### config.mk
export PLATFORM = sky130hd
export DESIGN_NAME = logic_unit_pipe
export DESIGN_NICKNAME = d
export VERILOG_FILES = /design/src/rtl/logic_unit_pipe.sv
export SDC_FILE = /design/constraint.sdc
export NUM_CORES = 1
export LEC_CHECK = 0
export CAP_MARGIN = 40
export CORE_ASPECT_RATIO = 2
export CORE_MARGIN = 1.5
export CORE_UTILIZATION = 40
export CTS_BUF_LIST = sky130_fd_sc_hd__clkbuf_8
export DETAILED_ROUTE_END_ITERATION = 10
export DONT_BUFFER_PORTS = 1
export PLACE_DENSITY = 0.58
export SYNTH_ARGS = -nofsm -noshare
export SYNTH_HDL_FRONTEND = slang
export SYNTH_SLANG_ARGS = --single-unit
### constraint.sdc
create_clock -name clk -period 3.09 [get_ports clk]
set_input_delay 0.618 -clock clk [delete_from_list [all_inputs] [get_ports clk]]
set_output_delay 0.618 -clock clk [all_outputs]
set_load 0.01 [all_outputs]
### src/rtl/logic_unit_pipe.sv
// Registered two-operand bitwise logic slice with valid/ready handshake,
// result chaining, zero/parity flags and a saturating accepted-beat counter.
module logic_unit_pipe #(
    parameter int WIDTH = 8,
    parameter int CNT_W = 16
) (
    input  logic             clk,
    input  logic             rst,
    input  logic             in_valid,
    output logic             in_ready,
    input  logic [WIDTH-1:0] in_a,
    input  logic [WIDTH-1:0] in_b,
    input  logic [2:0]       in_op,
    input  logic             in_chain,
    output logic             out_valid,
    input  logic             out_ready,
    output logic [WIDTH-1:0] out_data,
    output logic             out_zero,
    output logic             out_parity,
    output logic [CNT_W-1:0] op_count
);

    typedef enum logic [2:0] {
        OP_AND  = 3'd0,
        OP_OR   = 3'd1,
        OP_NOTA = 3'd2,
        OP_NAND = 3'd3,
        OP_NOR  = 3'd4,
        OP_XOR  = 3'd5,
        OP_XNOR = 3'd6,
        OP_PASS = 3'd7
    } op_e;

    logic [WIDTH-1:0] last_res;
    logic [WIDTH-1:0] eff_b;
    logic [WIDTH-1:0] result;
    logic             accept;

    // Single output register: a new beat may enter whenever the held one leaves.
    assign in_ready = !out_valid || out_ready;
    assign accept   = in_valid && in_ready;

    always_comb begin
        eff_b  = in_chain ? last_res : in_b;
        result = '0;
        case (op_e'(in_op))
            OP_AND:  result = in_a & eff_b;
            OP_OR:   result = in_a | eff_b;
            OP_NOTA: result = ~in_a;
            OP_NAND: result = ~(in_a & eff_b);
            OP_NOR:  result = ~(in_a | eff_b);
            OP_XOR:  result = in_a ^ eff_b;
            OP_XNOR: result = ~(in_a ^ eff_b);
            OP_PASS: result = in_a;
            default: result = '0;
        endcase
    end

    always_ff @(posedge clk or posedge rst) begin
        if (rst) begin
            out_valid  <= 1'b0;
            out_data   <= '0;
            out_zero   <= 1'b0;
            out_parity <= 1'b0;
            last_res   <= '0;
            op_count   <= '0;
        end else if (accept) begin
            out_valid  <= 1'b1;
            out_data   <= result;
            out_zero   <= (result == '0);
            out_parity <= ^result;
            last_res   <= result;
            if (op_count != '1)
                op_count <= op_count + CNT_W'(1);
        end else if (out_ready) begin
            out_valid <= 1'b0;
        end
    end

endmodule
* After elaboration in Yosys (flattened, before gate mapping) *
Cells that the tools add are included.

cells by class
  muxes and demuxes = 4
  $add $sub $neg = 1
  eq/ne operators = 8
  reduce and logical (&&, ||, !) cells = 8
  bitwise operators = 7

operators with widths
  cell                     count
  $pmux W8 S8              1
  $not A8 Y8               4
  $add A16 B1 Y16 const B  1
  $ne A16 B16 Y1 const B   1
  $eq A3 B3 Y1 const B     4
  $and A8 B8 Y8            1
  $logic_not A8 Y1         1
  $mux W8                  1
  $or A8 B8 Y8             1
  $reduce_xor A8 Y1        1
  $xor A8 B8 Y8            1
  $eq A3 B2 Y1 const B     2
  $eq A3 B1 Y1 const B     1
  $logic_not A3 Y1         1
  $mux W1                  2
  $reduce_and A2 Y1        1
  $reduce_bool A2 Y1       1
  $logic_and A1 B1 Y1      1
  $logic_not A1 Y1         1
  $logic_or A1 B1 Y1       1

word-level totals
  logic and storage cells = 33
  output and inout port bits = 28
  bits in registers = 27

* Logic depth before layout (Yosys ltp) *
Gate-level depths: netlist (run 1).

  word-level depth = 5
  mapped depth = 12
  gate-level depth less buffers = 11

* Least setup slack after synthesis (run 1) *
OpenSTA, ideal clock, no wires.

  path type = input port to flip-flop
  start = input port in_chain
  end = register out_parity
  buffers on the path = 1
  data arrival time = 2.867 ns
  stages on the path = 12
  path slack = 0.087 ns
  path through = clkbuf_1 > mux2i_1 > inv_1 > ha_1 > nor4bb_1 > a211o_1 > a21oi_1 > or2_2 > ha_1 > xnor2_1 > xnor2_1 > o21ai_0

on the way
  cells in the longest elaborated chain, start to end = 5
  elaborated cells on any way between the ends = 9
  those cells by class = mux (2); bitwise (6); reduce/logical (1)

RTL lines
  element                                      RTL line    text
  start, declared                              14          input logic in_chain,
  $mux W8 *                                    44          eff_b = in_chain ? last_res : in_b;
  $xor A8 B8 Y8, or another cell as far along  52, 53
  $not A8 Y8 (on tied branches)                53, 50, 51
  $pmux W8 S8 *                                46          case (op_e'(in_op))
  $reduce_xor A8 Y1 *                          71          out_parity <= ^result;
  end signal, assigned                         71
  end, declared                                19          output logic out_parity,

Every way passes the cells marked *; elsewhere a longest branch is shown, timed or not.
A chain may end at the register's enable or synchronous reset.

* Final worst setup path (run 1) *
  start = register last_res[4]
  end = register out_parity

on the way
  cells in the longest elaborated chain, start to end = 5
  elaborated cells on any way between the ends = 9
  those cells by class = mux (2); bitwise (6); reduce/logical (1)

RTL lines
  element                                      RTL line    text
  start, declared                              34          logic [WIDTH-1:0] last_res;
  start signal, assigned                       72          last_res <= result;
  $mux W8 *                                    44
  $xor A8 B8 Y8, or another cell as far along  52, 53
  $not A8 Y8 (on tied branches)                53, 50, 51
  $pmux W8 S8 *                                46
  $reduce_xor A8 Y1 *                          71

Marked as above.

==> results of run 1 <==
[where the power goes]
group	total (mW)	internal (mW)	switching, mW
logic	0.365	0.186	0.179
registers	0.576	0.426	0.149
clock network	0.201	0.0903	0.111
[registers in the layout, indices dropped and copies added, names as in the netlist]
name and count:
last_res 8, op_count 16, out_parity 1, out_valid 1, out_zero 1
[path summary, 6_finish.rpt]
path	start	end	cells past startpoint
worst max-delay path	last_res[4]	out_parity	11
worst min-delay path	rst	last_res[3]	1
worst max register to register	last_res[4]	out_parity	11
worst min register to register	op_count[15]	op_count[15]	1
max in group asynchronous	rst	last_res[6]	2
min in group clk	in_valid	out_valid	1
[cell type report]
class	instances	share of cell area [%]
inverter	27	4.23
tap	61	3.19
sequential	27	28.2
multi-input combinational	187	61.0
clock inverter	1	0.209
timing repair buffer	2	1.46
clock buffer	3	1.72
[metrics by stage]
stage | instance area (µm²) | setup slack (ns) | hold slack, ns
after global placement | 2320 | 0.369 | 0.548
after global routing | 2400 | 0.300 | 0.216
after CTS | 2400 | 0.486 | 0.203
final | 2400 | 0.514 | 0.201
after floorplan | 2320 | 0.0874 | 0.516
after detailed placement | 2350 | 0.307 | 0.503
[cells in the mapped netlist (2+ instances only)]
cell type | n | area, µm²
or3_1 | 2 | 12.5
nand3_1 | 10 | 50.1
nor3b_1 | 2 | 15.0
o21ai_0 | 13 | 65.1
a211o_1 | 2 | 17.5
o221ai_1 | 3 | 26.3
nor4_1 | 5 | 31.3
nor4bb_1 | 2 | 20.0
inv_1 | 26 | 97.6
clkbuf_1 | 6 | 22.5
nand3b_1 | 2 | 15.0
a21oi_1 | 11 | 55.1
dfrtp_1 | 27 | 676
o31ai_1 | 3 | 22.5
buf_4 | 2 | 15.0
nor2b_1 | 2 | 12.5
mux2i_1 | 17 | 170
nor2_1 | 3 | 11.3
nand2b_1 | 3 | 18.8
xnor2_1 | 6 | 52.6
or2_2 | 4 | 25.0
nor3_1 | 4 | 20.0
o211ai_1 | 4 | 30.0
and4_1 | 2 | 17.5
nand2_1 | 22 | 82.6
mux4_2 | 3 | 67.6
ha_1 | 21 | 263
xor2_1 | 11 | 96.3
or4_1 | 2 | 15.0
nand4_1 | 4 | 25.0
buf_2 | 6 | 30.0
a211oi_1 | 5 | 37.5
a31oi_1 | 3 | 18.8
[routing by layer]
layer	vias up	routed length (µm)	part of all wire (%)	global-route usage, %
met5	-	0	0	0
met4	0	73	1.3	5.43
met3	6	286	5.3	3.03
met2	44	3060	56	34.2
met1	876	2000	37	19.1
li1	909	-	-	-
[kinds of logic (layout without fill, tap and decap cells)]
kind of cell	count (synthesis)	count (layout)	synth area share, %
xor+xnor	17	17	6.41
mux	22	22	11.4
compound gates	54	54	15.7
buf+inv	43	33	7.97
fa+ha+maj	21	21	11.3
flops	27	27	29.1
simple gates	73	73	18.1
[critical path: stages, from the launching register on]
cell and delay (ns):
dfrtp_1 0.46, mux2i_1 0.23, inv_1 0.07, ha_1 0.19, nor4bb_1 0.27, a211o_1 0.16, a21oi_1 0.07, or2_2 0.31
ha_1 0.31, xnor2_1 0.18, xnor2_1 0.13, o21ai_0 0.08
==> out/results.tsv, run 1 <==
metric	value	unit
outcome	complete, no violations	
critical path required time	3.25	ns
setup TNS	0	ns
FF+latch count, synth	27	
clock skew	0.00635	ns
Core ar.	0.00566	mm²
Horiz. Die Dim	56.9	µm
initial antenna violation count	0	
crit-path max FO	3	
Inst Count DP	304	
first-pass GRT wire length	9.05	mm
CTS tree	yes	
# rows	39	
setup violators final	0	
Post-Synthesis Cells	257	
area of the multi-input gates	0.00146	mm²
startpoint types	register	
Setup crit end kind	register	
number of synthesized flops with an enable pin	0	
Routed WL	5.42	mm
syn avg cell area	9.04	µm²
post-synthesis sequential area ratio	29.1	%
commonest non-fill, non-tap cell in the layout	dfrtp_1	
detailed placement HPWL	4.32	mm
DR vias	1835	
# diodes	0	
overall die height	111	µm
initial cell density of the core	41.0	%
Root Driver	clkbuf_8	
Register Area	676	µm²
critical path type	reg2reg	
DRC	0	
first drt pass iteration count	4	
PD cells	476	mW/mm²
clock-pin slew on the worst setup and hold paths	0.10	ns
Netlist cell types	52	
CP Data Arrival Time	2.74	ns
# H-tree levels	1	
CTS Buf Count	3	
largest net degree at the start of global routing	54	
max_slew headroom	49.3	%
Hold-fix buffers, CTS	0	
initial DRC count	44	
layout cells sized above 1	7.69	%
ANT nets after route	0	
CTS resizes	0	
Cell Count, Final, Fillers Out	308	
IO buf count	0	
actual slew at the worst max-slew pin	0.755	ns
most frequent cells in the layout	dfrtp_1, inv_1, nand2_1, ha_1, mux2i_1	
I/O pin total	52	
RSZ-0062 raised after global routing	no	
buffer count from post-CTS setup fixing	0	
Filler cells	572	
YS warnings	0	
Synth Cell Area	0.00232	mm²
reg-to-reg slack, setup	0.51	ns
total track usage	17.9	%
Syn Nets	302	
Final #Nets	293	
Top FF cell, synth	dfrtp_1	
Clock Path Buffers	2	
MaxCap Viol Count	0	
Peak Freq	0.388	GHz
clk sinks	27	
Core Util, Final	42.3	%
total global routing overflow	0	
leakage	1.13	nW
minimum clock period	2.58	ns
ys async rst share	100	%
period utilization	83.4	%
total power	1.14	mW
die area	0.00630	mm²
GP Congestion	0.801	
area grow syn2layout	3.18	%
WL per Instance	17.6	µm
Pins Over Slew Limit	0	
vias per cell	5.96	
worst-case vdd ir drop	0.342	mV
final hold vios	0	
vias in the first global route	1910	
class of the worst hold path	in2async	
Worst-Skew Late Latency	0.27	ns
Note: power is estimated with default switching activity, not from simulation.
==> inputs of run 2 (changes only) <==
--- a/config.mk
+++ b/config.mk
@@ -12,7 +12,7 @@
 export CTS_BUF_LIST = sky130_fd_sc_hd__clkbuf_8
 export DETAILED_ROUTE_END_ITERATION = 10
 export DONT_BUFFER_PORTS = 1
-export PLACE_DENSITY = 0.58
+export PLACE_DENSITY = 0.6
 export SYNTH_ARGS = -nofsm -noshare
 export SYNTH_HDL_FRONTEND = slang
 export SYNTH_SLANG_ARGS = --single-unit
==> constraint.sdc (replaced) <==
create_clock -name clk -period 2.2 [get_ports clk]
set_input_delay 0.44 -clock clk [delete_from_list [all_inputs] [get_ports clk]]
set_output_delay 0.44 -clock clk [all_outputs]
set_load 0.01 [all_outputs]
==> run 2 against run 1 <==
The run now ends with negative setup slack left. Die area is the same. Final cell count grew 8.8%. Wire length grew 0.24%. Hold slack lost 0.085 ns.
==> out/results.tsv, run 2 (same netlist as run 1, synthesis figures left out) <==
metric	value	unit	change
outcome	complete, but fails checks		
failing checks	negative setup slack		
largest net degree at the start of global routing	54		unchanged
Final WS setup	-0.175	ns	-0.689 ns
PD cells	660	mW/mm²	+39%
Critical Path Source	last_res[5]		
total global routing overflow	0		unchanged
Root Driver	clkbuf_8		
actual slew at the worst max-slew pin	0.482	ns	-0.273 ns
Inst Count DP	330		+8.6%
ANT nets after route	0		unchanged
MaxCap Viol Count	0		unchanged
clk sinks	27		unchanged
pre-CTS WS	-0.329	ns	-0.635 ns
CP endpoint	out_parity		
Max stage delay on crit path	0.50	ns	+0.04 ns
detailed placement HPWL	4.25	mm	-1.6%
vias per cell	5.75		-3.6%
Pins Over Slew Limit	0		unchanged
worst-case vdd ir drop	0.590	mV	+73%
Crit path depth	8		-3
cell family with most CP delay	multiplexers		
Clock Path Buffers	2		unchanged
Cell Count, Final, Fillers Out	335		+8.8%
Hold-fix buffers, CTS	0		unchanged
# H-tree levels	1		unchanged
Buf/Inv on CP	0		-1
crit-path max FO	2		-1
initial antenna violation count	0		unchanged
class of the worst hold path	in2async		
area of the multi-input gates	0.00154	mm²	+5.3%
Peak Freq	0.421	GHz	+8.5%
final hold slack	0.117	ns	-0.0845 ns
launch point of the worst reg-to-reg path	last_res[5]		
startpoint types	register		
initial cell density of the core	41.0	%	unchanged
RR Endpoint	out_parity		
Largest register FFs	16		unchanged
clock skew	0.00484	ns	-0.00151 ns
CP max stage cell	mux4_2		
most frequent cells in the layout	buf_4, inv_1, dfrtp_1, nand2_1, ha_1		
register with the most flip-flops	op_count		
layout cells sized above 1	21.2	%	+13 points
GP Congestion	0.787		-1.8%
critical path required time	2.36	ns	-0.89 ns
setup violators final	1		+1
Final #Nets	320		+9.2%
die area	0.00630	mm²	unchanged
critical path type	reg2reg		
minimum clock period	2.38	ns	-0.201 ns
first-pass GRT wire length	9.23	mm	+2.1%
clock-pin slew on the worst setup and hold paths	0.09	ns	about the same
Worst R2R Path Depth	8		-3
final hold vios	0		unchanged
CTS tree	yes		
# diodes	0		unchanged
vias in the first global route	1930		+1.0%
CTS Buf Count	3		unchanged
# rows	39		unchanged
Register Area	676	µm²	unchanged
total track usage	17.9	%	+0.040 points
area grow syn2layout	14.3	%	
reg-to-reg slack, setup	-0.18	ns	-0.69 ns
Core Util, Final	46.9	%	+4.6 points
period utilization	108	%	+25 points
IO buf count	0		unchanged
DRC	0		unchanged
initial DRC count	77		+75%
largest registers	op_count x16, last_res x8		
WL per Instance	16.2	µm	-7.8%
overall die height	111	µm	unchanged
Core ar.	0.00566	mm²	unchanged
Routed WL	5.44	mm	+0.24%
first drt pass iteration count	4		unchanged
CP cell instances	mux2i_2 > ha_1 > mux2_2 > mux4_2 > ha_4 > xnor2_2 > xnor2_1 > o21ai_1		
Filler cells	551		-3.7%
Worst-Skew Late Latency	0.26	ns	about the same
commonest non-fill, non-tap cell in the layout	buf_4		
Setup crit end kind	register		
CP Data Arrival Time	2.53	ns	-0.21 ns
max_slew headroom	67.0	%	+18 points
I/O pin total	52		unchanged
RSZ-0062 raised after global routing	yes		
Horiz. Die Dim	56.9	µm	unchanged
leakage	1.26	nW	+12%
DR vias	1925		+4.9%
[run 2: changes by cell type in the layout (fill, tap and decap cells not counted), sizes merged]
cell,before,now
buf,2,29
clkinv,2,1
inv,26,27
[run 2: area by class of cell]
class,count,share of cell area [%]
Tap cell,61,2.87
Sequential cell,27,25.4
Multi-Input combinational cell,187,58.0
Clock buffer,3,1.56
Timing Repair Buffer,29,8.20
Inverter,27,3.82
Clock inverter,1,0.141
[run 2: where the power goes]
group,internal [mW],switching (mW)
combinational,0.394,0.368
sequential,0.599,0.124
clock,0.125,0.142
total,1.12,0.634
[run 2: routing by layer]
metal,global-route usage [%],share of wire [%],up-vias
met5,0,0,-
met4,6.67,2.4,0
met3,2.80,4.9,11
met2,33.5,56,46
met1,19.5,37,914
li1,-,-,954
[run 2: worst min path at each step]
| stage | end | depth (start not counted) |
|---|---|---|
| final | op_count[3] | 2 |
| after floorplan | last_res[0] | 1 |
| after global placement | last_res[3] | 2 |
| after CTS | last_res[3] | 2 |
| after global routing | op_count[3] | 2 |
| after detailed placement | last_res[3] | 2 |
[run 2: metrics by stage]
| step | TNS (ns) | area (µm²) | power, mW |
|---|---|---|---|
| after detailed placement | -0.386 | 2560 | 1.48 |
| after CTS | -0.184 | 2610 | 1.76 |
| after global routing | -0.352 | 2660 | 1.89 |
| after floorplan | -0.308 | 2380 | 1.25 |
| after global placement | -0.298 | 2560 | 1.47 |
| final | -0.175 | 2660 | 1.75 |
[run 2: what timing repair did]
action,CTS,global route
buffers inserted,0,1
gates resized for setup,2,10
pin swaps,3,10
endpoints found under the setup margin,1,2
==> inputs of run 3 (changes only) <==
--- a/config.mk
+++ b/config.mk
@@ -13,6 +13,7 @@
 export DETAILED_ROUTE_END_ITERATION = 10
 export DONT_BUFFER_PORTS = 1
 export PLACE_DENSITY = 0.6
+export REMOVE_ABC_BUFFERS = 1
 export SYNTH_ARGS = -nofsm -noshare
 export SYNTH_HDL_FRONTEND = slang
 export SYNTH_SLANG_ARGS = --single-unit
==> run 3 against run 2 <==
The run still ends with negative setup slack left. Combinational power shrank 1%. Final cell count rose by 0.60%. Global-route usage is 0.22 points higher. Flip-flop and latch count unchanged. Non-clock buffer count is 2 higher. Hold slack barely moved. Critical path depth did not move.
==> out/results.tsv, run 3 (same netlist as run 1, synthesis figures left out) <==
metric	value	unit	change
actual slew at the worst max-slew pin	0.702	ns	+0.220 ns
DR vias	1955		+1.6%
class of the worst hold path	in2async		
Setup crit end kind	register		
# diodes	0		unchanged
I/O pin total	52		unchanged
area grow syn2layout	15.0	%	
MaxCap Viol Count	0		unchanged
overall die height	111	µm	unchanged
GP Congestion	0.770		-2.1%
Worst R2R Path Depth	8		unchanged
Max stage delay on crit path	0.51	ns	about the same
Final WS setup	-0.148	ns	+0.0268 ns
CP max stage cell	mux4_2		
startpoint types	register		
clock-pin slew on the worst setup and hold paths	0.10	ns	about the same
critical path required time	2.36	ns	about the same
initial antenna violation count	0		unchanged
Routed WL	5.62	mm	+3.3%
period utilization	107	%	-1.2 points
layout cells sized above 1	21.0	%	-0.15 points
# rows	39		unchanged
Pins Over Slew Limit	0		unchanged
Root Driver	clkbuf_8		
Hold-fix buffers, CTS	0		unchanged
initial DRC count	41		-47%
Largest register FFs	16		unchanged
outcome	complete, but fails checks		
failing checks	negative setup slack		
Cell Count, Final, Fillers Out	337		+0.60%
first drt pass iteration count	4		unchanged
clock skew	0.00366	ns	-0.00118 ns
cell family with most CP delay	multiplexers		
Critical Path Source	last_res[5]		
Buf/Inv on CP	0		unchanged
largest net degree at the start of global routing	54		unchanged
RR Endpoint	out_parity		
vias per cell	5.80		+0.96%
CTS tree	yes		
die area	0.00630	mm²	unchanged
Inst Count DP	333		+0.91%
total power	1.78	mW	+1.7%
Core Util, Final	47.2	%	+0.27 points
IO buf count	0		unchanged
largest registers	op_count x16, last_res x8		
CP endpoint	out_parity		
# H-tree levels	1		unchanged
clk sinks	27		unchanged
ANT nets after route	0		unchanged
initial cell density of the core	41.0	%	unchanged
pre-CTS WS	-0.330	ns	-0.00109 ns
CTS Buf Count	3		unchanged
RSZ-0062 raised after global routing	yes		
Final #Nets	322		+0.63%
Horiz. Die Dim	56.9	µm	unchanged
first-pass GRT wire length	9.20	mm	-0.30%
Peak Freq	0.426	GHz	+1.1%
WL per Instance	16.7	µm	+2.7%
total global routing overflow	0		unchanged
worst-case vdd ir drop	0.531	mV	-10%
final hold vios	0		unchanged
buffer count from post-CTS setup fixing	0		unchanged
leakage	1.28	nW	+1.8%
total track usage	18.1	%	+0.22 points
Crit path depth	8		unchanged
post-route cell area	0.00267	mm²	+0.57%
reg-to-reg slack, setup	-0.15	ns	+0.03 ns
minimum clock period	2.35	ns	-0.0268 ns
vias in the first global route	1938		+0.41%
setup violators final	1		unchanged
register with the most flip-flops	op_count		
crit-path max FO	2		unchanged
Clock Path Buffers	2		unchanged
DRC	0		unchanged
launch point of the worst reg-to-reg path	last_res[5]		
PD cells	667	mW/mm²	+1.1%
Core ar.	0.00566	mm²	unchanged
most frequent cells in the layout	buf_4, inv_1, dfrtp_1, nand2_1, ha_1		
critical path type	reg2reg		
Worst-Skew Late Latency	0.27	ns	about the same
CP Data Arrival Time	2.51	ns	-0.02 ns
detailed placement HPWL	4.40	mm	+3.4%
commonest non-fill, non-tap cell in the layout	buf_4		
max_slew headroom	52.0	%	-15 points
CP cell instances	mux2i_1 > ha_1 > mux2_2 > mux4_2 > ha_4 > xnor2_2 > xnor2_1 > o21ai_1		
Cell Area, Placed	0.00255	mm²	-0.49%
==> run 3: cell types whose count changed in the layout (fill, tap and decap cells not counted) <==
cell      previous run  this run
a21oi_2              3         2
a21oi_1              9        10
mux2i_2              3         1
mux2i_1             14        16
buf_4               29        31
xnor2_1              5         4
ha_1                17        18
nor4bb_1             1         0
nor4bb_2             1         2
xnor2_2              1         2
ha_2                 2         1
==> run 3: how the worst min path moves through the flow <==
stage / startpoint / cells past startpoint / to
2_1_floorplan: rst / 1 / last_res[0]
3_3_place_gp: rst / 2 / last_res[6]
3_5_place_dp: rst / 2 / last_res[6]
4_1_cts: rst / 2 / last_res[3]
5_1_grt: rst / 2 / last_res[6]
6_report: rst / 2 / last_res[6]
==> run 3: metal layers <==
| layer | wire [µm] | share of wire [%] | GRT usage (%) |
|---|---|---|---|
| met5 | 0 | 0 | 0 |
| met4 | 22 | 0.39 | 3.72 |
| met3 | 255 | 4.5 | 2.57 |
| met2 | 3280 | 58 | 35.9 |
| met1 | 2060 | 37 | 19.4 |
==> run 3: metrics by stage <==
stage | setup TNS (ns) | hold slack (ns)
final | -0.148 | 0.116
after floorplan | -0.210 | 0.493
after global placement | -0.250 | 0.430
after CTS | -0.147 | 0.138
after detailed placement | -0.330 | 0.441
after global routing | -0.264 | 0.142
==> run 3: area by class of cell <==
class / instances / area (µm²)
Tap cell: 61 / 76.3
Inverter: 27 / 101
Multi-Input combinational cell: 187 / 1540
Timing Repair Buffer: 31 / 233
Sequential cell: 27 / 676
Clock buffer: 3 / 41.3
Fill cell: 580 / 2990
Clock inverter: 1 / 3.75
==> run 3: timing repair <==
action | CTS | global route
resized for setup | 7 | 7
hold endpoints to repair | 0 | 0
gates cloned | 0 | 0
setup endpoints to repair | 1 | 2
pin swaps | 5 | 7
==> run 3: worst reg2reg max path: stages, from the launching register on <==
cell	delay (ns)
dfrtp_1	0.40
mux2i_1	0.19
ha_1	0.28
mux2_2	0.26
mux4_2	0.51
ha_4	0.30
xnor2_2	0.11
xnor2_1	0.13
o21ai_1	0.07
==> run 3: where the power goes <==
group / switching [mW] / internal, mW / leakage [nW]
Combinational: 0.360 / 0.392 / 0.923
Clock: 0.159 / 0.125 / 0.0269
Sequential: 0.146 / 0.599 / 0.329
